**src/rtl/dot_product_sequencer.sv**
```systemverilog
// Frame controller for the DotProductSt datapath: clears the accumulators,
// streams NUM_BEATS operand beats, waits out the arithmetic pipeline, then
// presents the captured dot product under a valid/ready handshake.
module dot_product_sequencer #(
    parameter int PIXEL_N     = 10,
    parameter int PARALLEL    = 2,
    parameter int VAL_SIZE    = 26,
    parameter int ADDR_W      = 10,
    parameter int MEM_LATENCY = 1,
    parameter int FPM_DELAY   = 6,
    parameter int FPA_DELAY   = 2
) (
    input  logic                clk,
    input  logic                GlobalReset,
    input  logic                start,
    input  logic [ADDR_W-1:0]   frame_base,
    output logic                busy,
    output logic                rd_en,
    output logic [ADDR_W-1:0]   rd_addr,
    output logic [PARALLEL-1:0] lane_valid,
    output logic                dp_clear,
    input  logic [VAL_SIZE-1:0] dp_value,
    output logic [VAL_SIZE-1:0] result,
    output logic                result_valid,
    input  logic                result_ready
);

    localparam int NUM_BEATS  = (PIXEL_N + PARALLEL - 1) / PARALLEL;
    // input reg, add regs and the 3-way sum interleave on top of the units
    localparam int DRAIN      = MEM_LATENCY + FPM_DELAY + FPA_DELAY + 6;
    localparam int LAST_LANES = PIXEL_N - (NUM_BEATS - 1) * PARALLEL;
    localparam int BEAT_W     = $clog2(NUM_BEATS + 1);
    localparam int DRN_W      = $clog2(DRAIN + 1);

    localparam logic [BEAT_W-1:0] LAST_BEAT  = BEAT_W'(NUM_BEATS - 1);
    localparam logic [DRN_W-1:0]  LAST_DRAIN = DRN_W'(DRAIN - 1);

    localparam logic [2:0] S_IDLE  = 3'd0;
    localparam logic [2:0] S_CLEAR = 3'd1;
    localparam logic [2:0] S_FEED  = 3'd2;
    localparam logic [2:0] S_DRAIN = 3'd3;
    localparam logic [2:0] S_HOLD  = 3'd4;

    logic [2:0]          state_q, state_d;
    logic [ADDR_W-1:0]   base_q, base_d;
    logic [BEAT_W-1:0]   beat_q, beat_d;
    logic [DRN_W-1:0]    drain_q, drain_d;
    logic [VAL_SIZE-1:0] result_q, result_d;
    logic                result_valid_q, result_valid_d;
    logic [MEM_LATENCY-1:0][PARALLEL-1:0] lv_pipe_q, lv_pipe_d;
    logic [PARALLEL-1:0] lane_pre;

    // Undelayed lane mask: full beats everywhere except a possibly partial last beat.
    for (genvar k = 0; k < PARALLEL; k++) begin : g_lane
        assign lane_pre[k] = (state_q == S_FEED) &&
                             ((beat_q != LAST_BEAT) || (k < LAST_LANES));
    end

    // Next-state, beat/drain counting and result capture.
    always_comb begin
        state_d        = state_q;
        base_d         = base_q;
        beat_d         = beat_q;
        drain_d        = drain_q;
        result_d       = result_q;
        result_valid_d = result_valid_q;
        case (state_q)
            S_IDLE: begin
                if (start) begin
                    base_d  = frame_base;
                    state_d = S_CLEAR;
                end
            end
            S_CLEAR: begin
                beat_d  = '0;
                state_d = S_FEED;
            end
            S_FEED: begin
                beat_d = beat_q + 1'b1;
                if (beat_q == LAST_BEAT) begin
                    drain_d = '0;
                    state_d = S_DRAIN;
                end
            end
            S_DRAIN: begin
                drain_d = drain_q + 1'b1;
                if (drain_q == LAST_DRAIN) begin
                    result_d       = dp_value;
                    result_valid_d = 1'b1;
                    state_d        = S_HOLD;
                end
            end
            S_HOLD: begin
                // start is deliberately not looked at here, even when ready completes
                if (result_ready) begin
                    result_valid_d = 1'b0;
                    state_d        = S_IDLE;
                end
            end
            default: state_d = S_IDLE;
        endcase
    end

    // Lane-valid delay line so the mask lines up with memory read data.
    always_comb begin
        lv_pipe_d    = lv_pipe_q;
        lv_pipe_d[0] = lane_pre;
        for (int i = 1; i < MEM_LATENCY; i++) begin
            lv_pipe_d[i] = lv_pipe_q[i-1];
        end
    end

    // State registers; reset aborts any frame in flight.
    always_ff @(posedge clk) begin
        if (GlobalReset) begin
            state_q        <= S_IDLE;
            base_q         <= '0;
            beat_q         <= '0;
            drain_q        <= '0;
            result_q       <= '0;
            result_valid_q <= 1'b0;
            lv_pipe_q      <= '0;
        end else begin
            state_q        <= state_d;
            base_q         <= base_d;
            beat_q         <= beat_d;
            drain_q        <= drain_d;
            result_q       <= result_d;
            result_valid_q <= result_valid_d;
            lv_pipe_q      <= lv_pipe_d;
        end
    end

    // Outputs decode directly from registered state; address wraps modulo 2^ADDR_W.
    always_comb begin
        busy         = (state_q != S_IDLE);
        dp_clear     = (state_q == S_CLEAR);
        rd_en        = (state_q == S_FEED);
        rd_addr      = rd_en ? (base_q + ADDR_W'(beat_q)) : '0;
        lane_valid   = lv_pipe_q[MEM_LATENCY-1];
        result       = result_q;
        result_valid = result_valid_q;
    end

endmodule

```
**config.mk**
```make
export PLATFORM = sky130hd
export DESIGN_NAME = dot_product_sequencer
export DESIGN_NICKNAME = d
export VERILOG_FILES = /design/src/rtl/dot_product_sequencer.sv
export SDC_FILE = /design/constraint.sdc
export NUM_CORES = 1
export LEC_CHECK = 0
export BUFFER_PORTS_ARGS = -buffer_cell sky130_fd_sc_hd__buf_2
export CAP_MARGIN = 0
export CORE_MARGIN = 1
export CORE_UTILIZATION = 44
export DETAILED_ROUTE_END_ITERATION = 12
export PLACE_DENSITY = 0.88
export SLEW_MARGIN = 20
export SYNTH_ARGS = -nofsm -noshare
export SYNTH_HDL_FRONTEND = slang
export SYNTH_SLANG_ARGS = --single-unit
```
**constraint.sdc**
```tcl
create_clock -name clk -period 2 [get_ports clk]
set_input_delay 0.4 -clock clk [delete_from_list [all_inputs] [get_ports clk]]
set_output_delay 0.4 -clock clk [all_outputs]
set_load 0.05 [all_outputs]
```
# After elaboration in Yosys (flattened, before gate mapping)
# Cells that the tools add are included.
totals:
  reg_bits: 48
  latch_bits: 0
  ram_bits: 0
  mem_bits_ro: 0
  in_bits: 40
  output_inout_bits: 42
  wordCells: 42
  mem_count: 0
op_classes:
  add_sub_neg: 3
  multipliers: 0
  div_mod_pow: 0
  magnitude_cmp: 0
  n_eq_ne: 10
  n_shift: 0
  n_mux: 12
  bitwise_logic: 0
  reduce_logical: 10
op_table:
  columns: ["operator", "count"]
  rows:
  - ["$pmux W3 S5", 1]
  - ["$mux W3", 4]
  - ["$add A10 B3 Y10", 1]
  - ["$mux W10", 1]
  - ["$pmux W4 S2", 1]
  - ["$eq A3 B2 Y1 const B", 2]
  - ["$eq A3 B3 Y1 const B", 2]
  - ["$ne A2 B2 Y1 const B", 3]
  - ["$pmux W3 S2", 1]
  - ["$reduce_and A2 Y1", 3]
  - ["$reduce_bool A2 Y1", 3]
  - ["$add A4 B1 Y4 const B", 1]
  - ["$eq A4 B4 Y1 const B", 1]
  - ["$mux W4", 1]
  - ["$reduce_and A4 Y1", 1]
  - ["$add A3 B1 Y3 const B", 1]
  - ["$eq A3 B1 Y1 const B", 1]
  - ["$logic_not A3 Y1", 1]
  - ["$reduce_and A3 Y1", 1]
  - ["$reduce_bool A3 Y1", 1]
  - ["$mux W1", 2]
  - ["$ne A2 B1 Y1 const B", 1]
  - ["$pmux W1 S2", 1]

# Depth between registers and ports, before layout
# Gate-level depths: netlist (run 1).
depth:
  ltp_word: 3
  depth_mapped: 8
  depth_no_buf: 7

# Least setup slack after synthesis (run 1)
# OpenSTA, ideal clock, no wires.
synth_path:
  path_kind: "register -> output"
  startpoint: "register beat_q[0]"
  endpoint: "output port rd_addr[2]"
  arrival_ns: 2.121
  required_ns: 1.600
  slack_ns: -0.521
  path_stages_with_launch: 6
  n_path_buf: 0
  path_cell_list: "dfxtp_1 > ha_1 > inv_1 > fa_1 > nor2b_1 > nor3_1"
synth_via:
  elab_chain_cells: 2
synth_rtl:
  columns: ["element", "line", "rtl"]
  rows:
  - ["start: declaration", "46", "logic [BEAT_W-1:0] beat_q, beat_d;"]
  - ["start signal: assignment", "126", "beat_q <= beat_d;"]
  - ["$add A10 B3 Y10", "139", "rd_addr = rd_en ? (base_q + ADDR_W'(beat_q)) : '0;"]
  - ["$mux W10", "139", null]
  - ["end: declaration", "19", "output logic [ADDR_W-1:0] rd_addr,"]
# No other way between the ends.

# Final worst setup path (run 1)
layout_path:
  startpoint: "register base_q[0]"
  endpoint: "output port rd_addr[6]"
layout_via:
  elab_chain_cells: 2
layout_rtl:
  columns: ["element", "line", "rtl"]
  rows:
  - ["start: declaration", "45", "logic [ADDR_W-1:0] base_q, base_d;"]
  - ["start signal: assignment", "125", "base_q <= base_d;"]
  - ["$add A10 B3 Y10", "139", null]
  - ["$mux W10", "139", null]
# No other way between the ends.

==> results.cfg, run 1 <==
[status]
status = finished with violations
violations = negative setup slack

[critical_path]
endpoint = rd_addr[6]
setup.worst_path.end_class = primary output
path_max_fanout = 4
reg2reg_setup_slack_ns = 0.26
cp.required_ns = 1.60
crit_chain = ha_4 -> inv_2 -> fa_2 -> nor2b_4 -> o2111ai_2 -> xor2_2 -> nor2_4 -> buf_6
critPathLaunchType = register
cp_slowest_cell = dfxtp_2
critical_path_class = register to primary output
cp-startpoint = base_q[0]
max_stage_delay_ns = 0.36
r2r_start = beat_q[0]
r2r_end = drain_q[3]
cp.arrival_ns = 1.99
r2r_cells = 8

[detailed_routing]
wl_met3_um = 289
drt-pass1-iter-count = 4
met1_length_mm = 2.13
post_drt_wl_per_cell_um = 12.1
ant_nets = 0
vias = 2034
top_layer_used = met4
routed-wl-met2_mm = 2.54
viasPerCell = 4.90
drc_errors = 0
drt_iter0_drc = 92
totalWireLength_mm = 5.04

[clocking]
cts_hold_buf = 0
path_clk_slew_ns = 0.09
cts_buffer_depth = 2
cts_tree = yes
cts_buffers = 5
cts-root-buf = clkbuf_8
clk_latency_ns = 0.30
clock_sinks = 48
htreeDepth = 2

[floorplanning]
dieArea_um2 = 5150
die_h_um = 71.8
rows = 25
initial_utilization_pct = 45.7
coreArea_um2 = 4690
die_w_um = 71.8
pin_count = 82

[timing]
post-route-period-util_pct = 119
slew_headroom_pct = 71.3
postLayoutSetupSlackWorst_ns = -0.385
finalHoldViolations = 0
finClkSkew_ns = 0.00753
fmax_ghz = 0.419
rsz0062_at_grt = yes
slew_violations = 0
tightest_slew_ns = 0.431
setup_viol = 8
hold_ws_ns = 0.329
tns_ns = -2.11
min_period_ns = 2.39

[synth]
synth_seq_area_share_pct = 44.8
synth_nets = 316
synth_cell_types = 39
yosysTopAreaCell = dfxtp_1
synth_edf_count = 0
synthTopCellsByArea = dfxtp_1, nand2_1, a21oi_1, ha_1, nor2_1
netlist.area_leader.share_pct = 44.8
async_reset_ff_share_pct = 0
ys_warn_count = 0
avgSynthCellArea_um2 = 8.00
ys.flop_type = dfxtp_1
mappedNetlistArea_um2 = 2140
syn_inst = 268
synth-seq-cells = 48

[global_route]
grt_max_degree = 27
grt_util_all_layers_pct = 20.0
antenna_found_initial = 0
first_global_vias = 1922
grt_pass1_wl_mm = 8.15
overflow = 0

[placement]
pre_cts_ws_ns = -0.194
place.gp.congestion = 0.901
dp_cells = 404
placed_cell_area_um2 = 2690
detailed_place_hpwl_mm = 3.48
portBuffers = 81

[cells_and_area]
drive_above_1_share_pct = 37.4
design_area_um2 = 2910
syn2layout_area_growth_pct = 35.8
final_util_pct = 62.1
final_nets = 408
fin_cells = 415
antenna_cells = 0

[power_and_ir_drop]
pwr_density_cell_nw_per_um2 = 630
peakVddDrop_mv = 0.438
finalPower_mw = 1.83
leakage_nw = 1.26

[hold_path]
hp-class = primary input to register
worstHoldPathCells = 3

[flow_run]
cap_violations = 0
[kinds of logic (layout without fill, tap and decap cells)]
group	count (synthesis)	in the layout	share of synthesized area [%]
simple gates	124	124	25.6
compound gates	55	55	13.9
flops	48	48	44.8
buf+inv	24	117	6.95
fa+ha+maj	8	8	5.02
xor+xnor	8	8	3.27
mux	1	1	0.467
[cells in the mapped netlist, drive strengths merged, types with 3 or more instances]
library cell	instances
nand3	5
a211oi	3
xnor2	3
inv	7
buf	11
xor2	5
ha	7
nor3	3
clkbuf	5
dfxtp	48
nor2	21
a21oi	45
nand2	80
[timing repair]
item / 4_1_cts / 5_1_grt
gates resized for setup: 26 / 5
setup endpoints to repair: 10 / 10
buffers inserted: 2 / 1
pin swaps: 3 / 1
[cells in the final DEF (no fill, tap or decap), drive strengths merged, types with 3 or more instances in the layout]
master / netlist / routed
a211oi: 3 / 3
a21oi: 45 / 45
buf: 11 / 100
clkbuf: 5 / 8
dfxtp: 48 / 48
ha: 7 / 7
inv: 7 / 7
nand2: 80 / 80
nand3: 5 / 5
nor2: 21 / 21
nor3: 3 / 3
xnor2: 3 / 3
xor2: 5 / 5
[layout make-up]
cell class	instances	area, um^2
Multi-Input combinational cell	196	1140
Sequential cell	48	965
Fill cell	396	1780
Inverter	8	31.3
Timing Repair Buffer	101	611
Clock buffer	7	86.3
Tap cell	54	67.6
Clock inverter	1	7.51
[critical path: cells and delay by family, from the launching register on]
| family | cells | cell delay, ns |
|---|---|---|
| compound gates | 1 | 0.14 |
| xor+xnor | 1 | 0.19 |
| fa+ha+maj | 2 | 0.50 |
| buf+inv | 2 | 0.20 |
| flops | 1 | 0.36 |
| simple gates | 2 | 0.29 |
[where the power goes]
| group | internal (mW) | switching (mW) | leakage, nW |
|---|---|---|---|
| sequential | 0.976 | 0.0182 | 0.390 |
| combinational | 0.0957 | 0.150 | 0.821 |
| clock | 0.281 | 0.313 | 0.0445 |
[sequential cells by signal, summed over array words and instances, names as in the netlist]
signal / count
lane_valid: 1
beat_q: 3
drain_q: 4
base_q: 10
state_q: 3
result_valid: 1
result: 26
[metal layers]
layer  track usage, %  vias to the layer above
li1                 -                     1054
met1             22.5                      900
met2             36.6                       70
met3             5.20                       10
met4             6.54                        0
met5                0                        -
[how the worst min path moves through the flow]
stage	end	startpoint	slack [ns]
after global placement	result[24]	result[24]	0.44
after global routing	result[13]	dp_value[13]	0.32
after floorplan	drain_q[3]	drain_q[3]	0.44
after detailed placement	result[3]	result[3]	0.44
after CTS	result[13]	dp_value[13]	0.32
final	result[1]	dp_value[1]	0.33
Power figures use the tool's default switching activity.
==> run 2, diff against run 1 <==
CORE_UTILIZATION = 52   (was 44)
PLACE_DENSITY = 0.95   (was 0.88)
clock period = 2.9 ns   (was 2 ns; I/O delays follow)
==> run 2 against run 1 <==
  * The run now ends clean
  * Via count fell by 0.84%
  * Utilization up 6.0 points
  * Global-route usage is 3.4 points higher
  * Highest routed layer unchanged
  * Register-to-register slack better by 0.66 ns
  * Worst hold slack better by 0.12 ns
  * Largest power group unchanged
  * Sequential share of layout area rose by 4.1 points
  * Largest cell class unchanged
  * Sequential power fell by 31%
  * Die area is 15% lower
  * Non-clock buffer count fell by 19
  * Power down 34%
  * Clock power fell by 37%
==> results.cfg, run 2 (same netlist as run 1, synthesis figures left out) <==
[status]
status = complete, no violations

[global_route]
overflow = 0
grt_util_all_layers_pct = 23.5
grt_pass1_wl_mm = 7.85
first_global_vias = 1827
grt_max_degree = 49
antenna_found_initial = 0

[critical_path]
cp-startpoint = beat_q[0]
r2r_end = result[15]
crit_buf_inv = 2
path_max_fanout = 5
cp.arrival_ns = 2.18
cp.required_ns = 2.32
r2r_start = drain_q[0]
max_stage_delay_ns = 0.40
crit_chain = ha_1 -> inv_1 -> fa_1 -> nor2b_2 -> o21ai_0 -> xor2_1 -> nor2_1 -> clkbuf_4
r2r_cells = 6
cp_slowest_cell = fa_1
reg2reg_setup_slack_ns = 0.92
critical_path_class = register to primary output
critPathLaunchType = register
setup.worst_path.end_class = primary output
crit_family = adder cells

[timing]
tightest_slew_ns = 0.945
rsz0062_at_grt = no
tns_ns = 0
slew_violations = 0
finClkSkew_ns = 0.0110
hold_ws_ns = 0.452
fmax_ghz = 0.362
slew_headroom_pct = 37.0
min_period_ns = 2.76
finalHoldViolations = 0
post-route-period-util_pct = 95.3
setup_viol = 0

[cells_and_area]
final_common_cell = buf_2
largest_register_ffs = 26
ff_latch_area_um2 = 962
syn2layout_area_growth_pct = 20.7
fin_cells = 389
drive_above_1_share_pct = 28.4
n_fill_cell = 326
final_nets = 389
mostFrequentLayoutCells = buf_2, nand2_1, dfxtp_1
multi_input_area_um2 = 1040
design_area_um2 = 2590
antenna_cells = 0

[placement]
portBuffers = 81
dp_cells = 382
place.gp.congestion = 0.855
detailed_place_hpwl_mm = 3.43
placed_cell_area_um2 = 2500

[detailed_routing]
vias = 2017
drc_errors = 0
totalWireLength_mm = 5.01
drt_iter0_drc = 96
ant_nets = 0
post_drt_wl_per_cell_um = 12.9
drt-pass1-iter-count = 4
viasPerCell = 5.19

[hold_path]
hp-class = register to register
hold_end = result[10]
hp-start = result[10]
worstHoldPathCells = 2

[clocking]
cts_setup_buffers = 0
cts_resized = 0
cts_hold_buf = 0
cts_tree = yes
clock_sinks = 48
cts_buffer_depth = 2
htreeDepth = 2
cts-root-buf = clkbuf_8
cts_buffers = 5
path_clk_slew_ns = 0.08
clk_latency_ns = 0.30

[floorplanning]
pin_count = 82
dieArea_um2 = 4380
rows = 22
die_h_um = 66.2
coreArea_um2 = 3800
die_w_um = 66.2
initial_utilization_pct = 56.4

[flow_run]
cap_violations = 0

[power_and_ir_drop]
pwr_density_cell_nw_per_um2 = 466
finalPower_mw = 1.20
peakVddDrop_mv = 0.362
leakage_nw = 1.15
==> run 2: cell types whose count changed in the layout (fill, tap and decap cells not counted), sizes merged <==
cell	before	now
buf	100	81
clkbuf	8	6
clkinv	1	2
==> run 2: metrics by stage <==
stage | setup WS (ns) | utilization (%)
final | 0.136 | 68.1
after global routing | 0.0242 | 68.1
after CTS | 0.0162 | 67.9
after detailed placement | 0.362 | 65.8
after global placement | 0.473 | 65.8
after floorplan | 0.199 | -
==> run 2: area by class of cell <==
class / instances / area share, %
repair buffers: 82 / 16.1
flip-flops and latches: 48 / 37.2
clock inverters: 2 / 0.484
inverters: 8 / 1.21
multi-input cells: 196 / 40.1
well taps: 48 / 2.32
clock buffers: 5 / 2.66
==> run 2: tightest hold or removal path, stage by stage, from the launching register on <==
cell and delay, ns:
dfxtp_1 0.31, nand2_1 0.05, a21oi_1 0.05
==> run 2: how the worst max path moves through the flow <==
stage / endpoint / slack [ns] / cells after the start
after floorplan: rd_addr[2] / 0.20 / 5
after global placement: rd_addr[6] / 0.47 / 8
after detailed placement: rd_addr[4] / 0.36 / 8
after CTS: rd_addr[4] / 0.02 / 8
after global routing: rd_addr[4] / 0.02 / 8
final: rd_addr[4] / 0.14 / 8
==> run 2: layer usage <==
metal / track usage [%] / wire (um) / vias to the layer above
met4: 12.0 / 89 / 0
met2: 40.3 / 2620 / 56
li1: - / - / 1021
met5: 0 / 0 / -
met3: 3.28 / 228 / 9
met1: 28.3 / 2070 / 931
==> run 2: power by group <==
part           internal (mW)  switching [mW]  total (mW)
Clock                  0.163           0.211       0.374
Sequential             0.673          0.0176       0.691
Combinational         0.0484          0.0906       0.139
